<file path="config.mk">
export PLATFORM = sky130hd
export DESIGN_NAME = dff_pipe
export DESIGN_NICKNAME = d
export VERILOG_FILES = /design/src/rtl/dff_pkg.sv /design/src/rtl/dff_pipe_stage.sv /design/src/rtl/dff_pipe.sv
export SDC_FILE = /design/constraint.sdc
export NUM_CORES = 1
export LEC_CHECK = 0
export BUFFER_PORTS_ARGS = -buffer_cell sky130_fd_sc_hd__buf_2
export CAP_MARGIN = 20
export CORE_ASPECT_RATIO = 1.1
export CORE_UTILIZATION = 40
export DETAILED_ROUTE_END_ITERATION = 8
export SKIP_CTS_REPAIR_TIMING = 1
export SLEW_MARGIN = 25
export SYNTH_ARGS = -nofsm -noshare
export SYNTH_HDL_FRONTEND = slang
export SYNTH_SLANG_ARGS = --single-unit
</file>
<file path="constraint.sdc">
create_clock -name clk -period 2.7 [get_ports clk]
set_clock_uncertainty 0.2 [all_clocks]
set_input_delay 0.675 -clock clk [delete_from_list [all_inputs] [get_ports clk]]
set_output_delay 0.675 -clock clk [all_outputs]
set_load 0.01 [all_outputs]
</file>
<file path="src/rtl/dff_pkg.sv">
// Shared definitions for the dff_pipe elastic register pipeline.
//
// Contents:
//   DEFAULT_WIDTH  default data width of one pipeline stage
//   DEFAULT_DEPTH  default number of pipeline stages
//   occ_w(depth)   width of an occupancy counter that can hold 0..depth
package dff_pkg;

  localparam int DEFAULT_WIDTH = 8;
  localparam int DEFAULT_DEPTH = 4;

  // The occupancy counter must represent DEPTH itself, so it needs
  // clog2(DEPTH+1) bits rather than clog2(DEPTH). DEPTH=1 therefore gives 1 bit.
  function automatic int occ_w(input int depth);
    return $clog2(depth + 1);
  endfunction

endpackage

</file>
<file path="src/rtl/dff_pipe_stage.sv">
// One stage of the dff_pipe elastic pipeline: a valid flop plus a WIDTH-bit
// data flop. The parent computes the handshake chain; this stage only
// applies it.
//
// Configuration macro: DFF_PIPE_DATA_RST_EN
//   defined   : the data flop is reset to RESET_VAL together with the valid bit
//   undefined : the data flop has no reset; only the valid bit is reset
//
// Ports:
//   clk    in   1      clock, rising edge
//   rst    in   1      synchronous reset, active-low
//   take   in   1      stage loads in_v/in_d on this edge
//   leave  in   1      stage's word moves on (downstream or out) this edge
//   clear  in   1      flush request (already qualified with enable)
//   in_v   in   1      valid bit from the upstream stage (or in_valid)
//   in_d   in   WIDTH  data from the upstream stage (or in_data)
//   v      out  1      registered valid bit
//   d      out  WIDTH  registered data word
module dff_pipe_stage
  import dff_pkg::*;
#(
  parameter int               WIDTH     = DEFAULT_WIDTH,
  parameter logic [WIDTH-1:0] RESET_VAL = '0
) (
  input  logic             clk,
  input  logic             rst,
  input  logic             take,
  input  logic             leave,
  input  logic             clear,
  input  logic             in_v,
  input  logic [WIDTH-1:0] in_d,
  output logic             v,
  output logic [WIDTH-1:0] d
);

  logic             v_d;
  logic             v_q;
  logic [WIDTH-1:0] d_d;
  logic [WIDTH-1:0] d_q;

  // take has priority: a stage that is being emptied and refilled on the
  // same edge simply loads the new word. take is never asserted together
  // with clear because the parent gates take with ~flush.
  always_comb begin
    v_d = v_q;
    d_d = d_q;
    if (take) begin
      v_d = in_v;
      d_d = in_d;
    end else if (leave || clear) begin
      v_d = 1'b0;
    end
  end

  always_ff @(posedge clk) begin
    if (!rst) begin
      v_q <= 1'b0;
    end else begin
      v_q <= v_d;
    end
  end

`ifdef DFF_PIPE_DATA_RST_EN
  always_ff @(posedge clk) begin
    if (!rst) begin
      d_q <= RESET_VAL;
    end else begin
      d_q <= d_d;
    end
  end
`else
  // Data flops deliberately carry no reset; the valid bit qualifies them.
  always_ff @(posedge clk) begin
    d_q <= d_d;
  end
`endif

  assign v = v_q;
  assign d = d_q;

endmodule

</file>
<file path="src/rtl/dff_pipe.sv">
// dff_pipe: parametrised elastic register pipeline of DEPTH stages, each a
// WIDTH-bit data flop with a valid bit. Used as a timing break / retiming
// chain between a producer and a consumer, with stall, bubble collapsing,
// flush and an occupancy count.
//
// Configuration macro: DFF_PIPE_DATA_RST_EN
//   defined   : reset also loads every data flop with RESET_VAL
//   undefined : data flops are not reset; out_data is unknown until first load
//
// Ports:
//   clk        in   1                clock, all state updates on posedge
//   rst        in   1                synchronous reset, active-low
//   en         in   1                global enable; 0 freezes all state
//   flush      in   1                synchronous clear of every valid bit
//   in_valid   in   1                producer offers in_data
//   in_ready   out  1                pipe accepts in_data this cycle
//   in_data    in   WIDTH            input word
//   out_valid  out  1                last stage holds a word
//   out_ready  in   1                consumer accepts out_data
//   out_data   out  WIDTH            last stage data
//   occupancy  out  clog2(DEPTH+1)   number of valid stages
//
// Handshake: a transfer happens on a rising edge where valid and ready are
// both 1 in the preceding cycle. in_ready is combinational from out_ready,
// en, flush and the stage valid bits; it does not depend on in_valid.
// out_valid/out_data come straight from the last stage's flops and do not
// depend on out_ready.
module dff_pipe
  import dff_pkg::*;
#(
  parameter int               WIDTH     = DEFAULT_WIDTH,
  parameter int               DEPTH     = DEFAULT_DEPTH,
  parameter logic [WIDTH-1:0] RESET_VAL = '0
) (
  input  logic                      clk,
  input  logic                      rst,
  input  logic                      en,
  input  logic                      flush,
  input  logic                      in_valid,
  output logic                      in_ready,
  input  logic [WIDTH-1:0]          in_data,
  output logic                      out_valid,
  input  logic                      out_ready,
  output logic [WIDTH-1:0]          out_data,
  output logic [occ_w(DEPTH)-1:0]   occupancy
);

  localparam int OCC_W = occ_w(DEPTH);

  // Stage state and per-stage handshake terms.
  logic [DEPTH-1:0] v_vec;
  logic [DEPTH-1:0] take;
  logic [DEPTH-1:0] leave;
  logic [DEPTH-1:0] stage_in_v;
  logic [WIDTH-1:0] stage_in_d [DEPTH];
  logic [WIDTH-1:0] d_arr      [DEPTH];

  // Reset dominates enable: folding rst into the enable keeps in_ready low
  // during the reset cycle and stops any fire from being reported then.
  logic live;
  logic clear;

  assign live  = en & rst;
  assign clear = live & flush;

  // Ready chain, evaluated from the output side back to the input side.
  // A stage can take a word when it is empty or when its own word leaves on
  // the same edge. Because an empty stage can always take, a word advances
  // into any downstream hole even while out_ready is low (bubble collapse).
  // The output handshake is not gated by flush, so a word presented with
  // out_ready=1 during a flush is still delivered.
  for (genvar i = 0; i < DEPTH; i++) begin : g_stage
    if (i == DEPTH - 1) begin : g_last
      assign leave[i] = live & v_vec[i] & out_ready;
    end else begin : g_mid
      assign leave[i] = v_vec[i] & take[i+1];
    end

    assign take[i] = live & ~flush & (~v_vec[i] | leave[i]);

    if (i == 0) begin : g_head
      assign stage_in_v[i] = in_valid;
      assign stage_in_d[i] = in_data;
    end else begin : g_body
      assign stage_in_v[i] = v_vec[i-1];
      assign stage_in_d[i] = d_arr[i-1];
    end

    dff_pipe_stage #(
      .WIDTH     (WIDTH),
      .RESET_VAL (RESET_VAL)
    ) u_stage (
      .clk   (clk),
      .rst   (rst),
      .take  (take[i]),
      .leave (leave[i]),
      .clear (clear),
      .in_v  (stage_in_v[i]),
      .in_d  (stage_in_d[i]),
      .v     (v_vec[i]),
      .d     (d_arr[i])
    );
  end

  assign in_ready  = take[0];
  assign out_valid = v_vec[DEPTH-1];
  assign out_data  = d_arr[DEPTH-1];

  // Occupancy is a popcount of the registered valid bits.
  always_comb begin
    occupancy = '0;
    for (int i = 0; i < DEPTH; i++) begin
      occupancy = occupancy + OCC_W'(v_vec[i]);
    end
  end

endmodule

</file>
---- Word-level counts from Yosys, hierarchy flattened ----
Cells that the tools add are included.
storage, ports and cells
  bits of input ports ..................... 14
  bits in registers ....................... 36
  output and inout bits ................... 13
  logic and storage cells ................. 48
operators by class
  add/sub/neg operators ................... 3
  bitwise logic cells ..................... 21
  muxes and demuxes ....................... 8
  reduce and logical (&&, ||, !) cells .... 8
operator list
  operator            count
  $and A1 B1 Y1       12
  $mux W1             8
  $reduce_bool A2 Y1  4
  $not A1 Y1          5
  $logic_or A1 B1 Y1  4
  $or A1 B1 Y1        4
  $add A2 B1 Y3       1
  $add A3 B1 Y3       1
  $add A1 B1 Y2       1

---- Longest topological paths before layout ----
Gate-level depths: netlist of run 1.
  word-level depth ........................ 15
  gate-level depth with buffers ........... 5
  depth with buffers taken out ............ 5

---- Modules after synthesis ----
From an unflattened synthesis of run 1, not the netlist that was laid out.
unflattened totals
  cells, all modules ...................... 69
  area, all modules ....................... 1288.7 µm²
by module, submodules not included
  module          area each (µm²)  cells each  instances
  dff_pipe_stage  281.5            12          4
  dff_pipe        162.7            21          1

---- Worst setup path before layout of run 1 ----
OpenSTA, ideal clock, no wires.
  kind .................................... flip-flop to output port
  start point ............................. register g_stage[3].u_stage.v_q
  end point ............................... output port occupancy[1]
  data arrival time ....................... 1.545 ns
  path slack .............................. 0.280 ns
  path buffers ............................ 0
  data required time ...................... 1.825 ns
  cell stages (with the launch flop) ...... 6
  cell sequence ........................... dfxtp_1 inv_1 fa_1 inv_1 ha_1 ha_1
between the ends
  cells in the longest elaborated chain, start to end .. 1
ends and longest elaborated chain
  what                    line                  text
  from (decl)             dff_pipe_stage.sv:37  logic v_q;
  from (signal assigned)  dff_pipe_stage.sv:59  v_q <= v_d;
  $add A3 B1 Y3           dff_pipe.sv:113       occupancy = occupancy + OCC_W'(v_vec[i]);
  to (decl)               dff_pipe.sv:45        output logic [occ_w(DEPTH)-1:0] occupancy
No other way between the ends.

---- Final worst setup path of run 1 ----
  start point ............................. register g_stage[1].u_stage.v_q
  end point ............................... output port occupancy[1]
between the ends
  cells in the longest elaborated chain, start to end .. 3
ends and longest elaborated chain
  what                    line
  from (decl)             dff_pipe_stage.sv:37
  from (signal assigned)  dff_pipe_stage.sv:59
  $add A1 B1 Y2           dff_pipe.sv:113
  $add A2 B1 Y3           dff_pipe.sv:113
  $add A3 B1 Y3           dff_pipe.sv:113
No other way between the ends.

==> results of run 1 <==
[power breakdown]
group	leakage [nW]	total [mW]	switching, mW	internal (mW)
Sequential	0.329	0.616	0.00293	0.613
Combinational	0.223	0.0352	0.0196	0.0156
Clock	0.0349	0.263	0.163	0.0998
Total	0.587	0.915	0.186	0.729
[worst max-delay path: cells and delay by family, from the launching register on]
family	cells	cell delay [ns]
flip-flops	1	0.38
buffers and inverters	3	0.20
adder cells (fa/ha/maj)	3	0.93
[layout by cell type, fill, tap and decap left out, drive strengths merged]
master	synthesis	layout
a21oi	2	2
a221oi	1	1
a31o	1	1
a31oi	1	1
and4b	2	2
buf	9	30
clkbuf	0	5
clkinv	0	3
dfxtp	4	4
edfxtp	32	32
fa	1	1
ha	2	2
inv	6	6
mux2i	1	1
nand2	1	1
nand2b	2	2
nand3b	3	3
nand4b	2	2
nand4bb	1	1
nor2	2	2
nor2b	1	1
o21ai	1	1
o221ai	1	1
[Yosys cell counts, drive strengths merged]
cell type	n
nand4b	2
a31o	1
buf	9
nor2b	1
a31oi	1
nand3b	3
edfxtp	32
a221oi	1
nand4bb	1
nor2	2
ha	2
and4b	2
dfxtp	4
inv	6
nand2b	2
o21ai	1
mux2i	1
nand2	1
fa	1
o221ai	1
a21oi	2
[area by class of cell]
cell class                 instances  share of cell area
tap                               34              0.0270
timing repair buffer              30               0.106
inverter                           6              0.0143
multi-input combinational         25               0.149
clock buffer                       5              0.0238
clock inverter                     3              0.0119
sequential                        36               0.668
[registers in the layout, indices dropped and copies added (netlist names)]
name and count:
g_stage.u_stage.v 4, g_stage.u_stage.d 32
[how the worst max path moves through the flow]
| stage | cells after the start | to | slack [ns] |
|---|---|---|---|
| after floorplan | 5 | occupancy[1] | 0.28 |
| final | 6 | occupancy[1] | -0.007 |
| after global routing | 6 | occupancy[1] | -0.08 |
| after global placement | 6 | occupancy[1] | 0.25 |
| after CTS | 6 | occupancy[1] | -0.18 |
| after detailed placement | 6 | occupancy[1] | 0.20 |
[per-layer routing]
metal	vias to the layer above	part of all wire	wire [um]	GRT usage
met5	-	0	0	0
met4	0	0.026	38	0.0640
met3	6	0.081	118	0.0621
met2	25	0.46	676	0.124
met1	290	0.43	621	0.100
li1	335	-	-	-
[stage by stage]
stage	setup TNS (ns)	total power, mW	hold slack, ns
2_1_floorplan	0	0.650	0.200
3_3_place_gp	0	0.664	0.204
3_5_place_dp	0	0.665	0.205
4_1_cts	-0.267	0.935	0.222
5_1_grt	-0.105	0.962	0.235
6_report	-0.00656	0.915	0.219
[kinds of logic after synthesis]
group / after synthesis
buffers and inverters: 15
DFF: 36
adders and majority gates: 3
muxes: 1
AOI/OAI and AO/OA: 7
and+or+nand+nor: 14
==> flow_metrics.tcl, run 1 <==
set metrics [dict create \
    outcome "complete, but fails checks" \
    violations "design-rule violations, negative setup slack" \
    final_util 0.504 \
    yosys.cell_types.count 22 \
    synth_top_family_by_area "simple AND/OR/NAND/NOR gates" \
    clk_pin_slew_worst_paths_ns 0.10 \
    drc 5 \
    wl_per_cell_um 10.5 \
    diodes 0 \
    final-setup-viol-count 1 \
    r2r_slack_ns 1.00 \
    dp.cells 129 \
    r2r_cells 3 \
    crit-reg2reg-launch "g_stage[3].u_stage.v" \
    cts-root-buf "clkbuf_4" \
    finalWirelength_um 1460 \
    min_from "g_stage[1].u_stage.d[3]" \
    crit_path_top_delay_cell "fa_1" \
    synthTopCellsByArea "edfxtp_1, dfxtp_1, buf_4" \
    worstSetupPathType "flip-flop to primary output" \
    grt_remaining_overflow 0 \
    initial_utilization 0.430 \
    synth_mux_area_frac 0.00744 \
    final-hold-violation-count 0 \
    finalNetCount 121 \
    grt_pass1_wl_um 2270 \
    timing.rr.end "g_stage[1].u_stage.d[4]" \
    final_cell_area_sq_um 1580 \
    pwr_density_cell_nw_per_um2 581 \
    htreeDepth 2 \
    drt_iter0_drc 20 \
    netlist_instances 76 \
    required_ns 1.82 \
    finalNonFillerCells 139 \
    die_w_um 57.3 \
    min_to "g_stage[2].u_stage.d[3]" \
    die_h_um 62.8 \
    grt_pass1_vias 538 \
    leakage_nw 0.587 \
    post-synth-top-area-cell "edfxtp_1" \
    hpwl_um 976 \
    path_cells "inv_2 > fa_1 > inv_2 > ha_4 > ha_4 > buf_6" \
    avgViaCountPerCell 4.72 \
    hold_depth 0 \
    io_pins 27 \
    via_count 656 \
    regArea_sq_um 1050 \
    synth_compound_area_frac 0.0400 \
    clockBufferDepth 2 \
    syn-cell-area_sq_um 1350 \
    placed_cell_area_sq_um 1460 \
    cp.arrival_ns 1.83 \
    synth_top_area_frac 0.714 \
    drive_gt1_frac 0.448 \
    drt_pass1_iterations 6 \
    cp_max_fo 5 \
    period_share 1.00 \
    cpPeakStageDelay_ns 0.55 \
    final_antenna_net_count 0 \
    cp-startpoint "g_stage[1].u_stage.v" \
    start_kind "flip-flop" \
    syn-num-nets 93 \
    avgSynthCellArea_sq_um 17.7 \
    cts_tree "done" \
    antenna_found_initial 0 \
    clock-sinks 36 \
    report.final.slew_viol_count 0 \
    gp_congestion 0.716 \
    relSlewSlack 0.598 \
    ys.warnings.count 0 \
    grt_max_degree 13 \
    synth_seq_cells 36 \
    track_usage 0.0911 \
    fill_cells 275 \
    synthXorXnorAreaFrac 0 \
    synthAdderAreaFrac 0.0335 \
    multiInputGateArea_sq_um 235 \
    finalCriticalPeriod_ns 2.71 \
    ir_worst_vdd_mv 0.294 \
    portBuffers 26 \
    core_sq_um 3130 \
    ys_seq_area_frac 0.774 \
    cts-buffers-inserted 5 \
    synth-simple-area-share 0.0753 \
    dieArea_sq_um 3600 \
    setup_slack_ns -0.00656 \
    max-cap-violations 0 \
    insertion_delay_ns 0.32 \
    area_growth_pct 17.1 \
    post-place-ws_ns 0.198 \
    rsz0062_at_grt "true" \
    hold_path.class "flip-flop to flip-flop" \
    num_rows 21 \
    max_freq_ghz 0.369 \
    endpoint_kind "primary output" \
    worst_slew_pin_slew_ns 0.600 \
]
Note: power is estimated with default switching activity, not from simulation.
==> run 2, diff against run 1 <==
Settings changed: SYNTH_HIERARCHICAL from default to 1.
==> flow_metrics.tcl, run 2 <==
set metrics [dict create \
    hold_path.class "flip-flop to flip-flop" \
    post-synth-top-area-cell "edfxtp_1" \
    final_cell_mix "edfxtp_1, buf_2, clkbuf_4" \
    ys_seq_area_frac 0.808 \
    worstSetupPathType "flip-flop to primary output" \
    synth_edf_count 32 \
    regArea_sq_um 1050 \
    placed_cell_area_sq_um 1470 \
    use_met2 0.177 \
    violations "negative setup slack" \
    leakage_nw 0.588 \
    clk_pin_slew_worst_paths_ns 0.11 \
    multiInputGateArea_sq_um 250 \
    htreeDepth 2 \
    hpwl_um 1140 \
    required_ns 1.82 \
    ir_worst_vdd_mv 0.361 \
    via_count 655 \
    insertion_delay_ns 0.32 \
    period_share 1.00 \
    outcome "complete, but fails checks" \
    syn-num-nets 86 \
    synth_top_area_frac 0.746 \
    largest_register_ffs 32 \
    internal_power_mw 0.727 \
    rsz0062_at_grt "true" \
    synthXorXnorAreaFrac 0 \
    p_sw_frac 0.204 \
    worst_slew_pin_slew_ns 0.812 \
    clock-sinks 36 \
    p_sw_mw 0.187 \
    grt_pass1_vias 582 \
    grt_pass1_wl_um 2420 \
    final-hold-violation-count 0 \
    post-place-ws_ns 0.239 \
    initial_utilization 0.423 \
    p_comb_frac 0.034 \
    track_usage 0.103 \
    num_rows 21 \
    yosysMostFrequentCell "edfxtp_1" \
    yosys.cell_types.count 17 \
    ys.warnings.count 6 \
    synth_mux_area_frac 0 \
    max_freq_ghz 0.369 \
    final-setup-viol-count 1 \
    grtUsageMet3 0.0441 \
    io_pins 27 \
    start_kind "flip-flop" \
    avgViaCountPerCell 4.71 \
    p_clk_frac 0.291 \
    drc 0 \
    r2r_cells 5 \
    met1_usage 0.0981 \
    synth_ff_type "edfxtp_1" \
    drt_iter0_drc 9 \
    final_common_cell "edfxtp_1" \
    pwr_density_cell_nw_per_um2 578 \
    antenna_found_initial 0 \
    clockBufferDepth 2 \
    busiest_layer "met2" \
    relSlewSlack 0.459 \
    synthTopCellsByArea "edfxtp_1, dfxtp_1, or4b_1" \
    finalCriticalPeriod_ns 2.71 \
    dieArea_sq_um 3450 \
    synth-simple-area-share 0.0990 \
    pwr-share-seq 0.674 \
    final_antenna_net_count 0 \
    max-cap-violations 0 \
    die_h_um 61.5 \
    synth_seq_cells 36 \
    finalPower_mw 0.914 \
    avgSynthCellArea_sq_um 18.7 \
    syn-cell-area_sq_um 1290 \
    area_growth_pct 22.7 \
    synthAdderAreaFrac 0.0350 \
    finalWirelength_um 1590 \
    grt_remaining_overflow 0 \
    synth_top_family_by_area "simple AND/OR/NAND/NOR gates" \
    synth_compound_area_frac 0.0408 \
    die_w_um 56.1 \
    netlist_instances 69 \
    drive_gt1_frac 0.448 \
    core_sq_um 3050 \
    async_reset_ff_frac 0 \
    grt_max_degree 13 \
    wl_per_cell_um 11.4 \
    setup_slack_ns -0.0128 \
    cp_max_fo 6 \
    gp_congestion 0.743 \
    final_cell_area_sq_um 1580 \
    drt_pass1_iterations 3 \
    portBuffers 26 \
    fill_cells 251 \
    finalNetCount 121 \
    cts-root-buf "clkbuf_4" \
    report.final.slew_viol_count 0 \
    synth_common_cells "edfxtp_1, inv_1" \
    endpoint_kind "primary output" \
    cts_tree "done" \
    cp.arrival_ns 1.84 \
    hold_depth 0 \
    diodes 0 \
    cts-buffers-inserted 5 \
    final_util 0.519 \
]
[run 2: cell count changes after synthesis, moves of 2 or more]
cell	change
or4b_1	+4
nand4b_1	-2
nand2_1	+3
nor3_1	+2
buf_4	-8
a21boi_1	+4
nand3b_1	-3
nand2b_1	-2
[run 2: logic make-up after synthesis]
group | Yosys count
DFF | 36
buffers and inverters | 6
and+or+nand+nor | 17
AOI/OAI and AO/OA | 7
adders and majority gates | 3
[run 2: through the flow]
stage | instances | TNS [ns] | hold slack [ns]
2_1_floorplan | 69 | 0 | 0.200
3_3_place_gp | 130 | 0 | 0.202
3_5_place_dp | 130 | 0 | 0.205
4_1_cts | 138 | -0.210 | 0.214
5_1_grt | 139 | -0.0866 | 0.222
6_report | 139 | -0.0128 | 0.214
[run 2: area by class of cell]
type / instances / area share
timing repair buffer: 28 / 0.0997
tap: 34 / 0.0269
clock buffer: 5 / 0.0237
inverter: 6 / 0.0158
multi-input combinational: 27 / 0.158
sequential: 36 / 0.664
clock inverter: 3 / 0.0119
[run 2: critical path, stage by stage, from the launching register on]
cell and delay (ns):
dfxtp_4 0.40, inv_4 0.04, fa_1 0.54, inv_2 0.05
ha_4 0.15, ha_4 0.23, buf_6 0.11
[run 2: power by group through the flow]
stage	Combinational (mW)	Clock (mW)	Sequential (mW)
after CTS	0.0314	0.279	0.619
after floorplan	0.0131	0	0.631
after global routing	0.0349	0.304	0.617
after global placement	0.0303	0	0.631
final	0.0314	0.266	0.616
after detailed placement	0.0313	0	0.631
[run 2: path summary, 6_finish.rpt]
path                           startpoint  slack (ns)                 endpoint
setup reg to reg     g_stage[3].u_stage/v        0.79     g_stage[2].u_stage/v
setup / recovery     g_stage[2].u_stage/v       -0.01             occupancy[1]
hold / removal    g_stage[1].u_stage/d[2]        0.21  g_stage[2].u_stage/d[2]
hold reg to reg   g_stage[1].u_stage/d[2]        0.21  g_stage[2].u_stage/d[2]
[run 2: metal layers]
metal | vias to the layer above | wire, um | part of all wire
met2 | 19 | 845 | 0.53
met4 | 0 | 31 | 0.020
met3 | 5 | 74 | 0.047
met1 | 295 | 634 | 0.40
met5 | - | 0 | 0
li1 | 336 | - | -
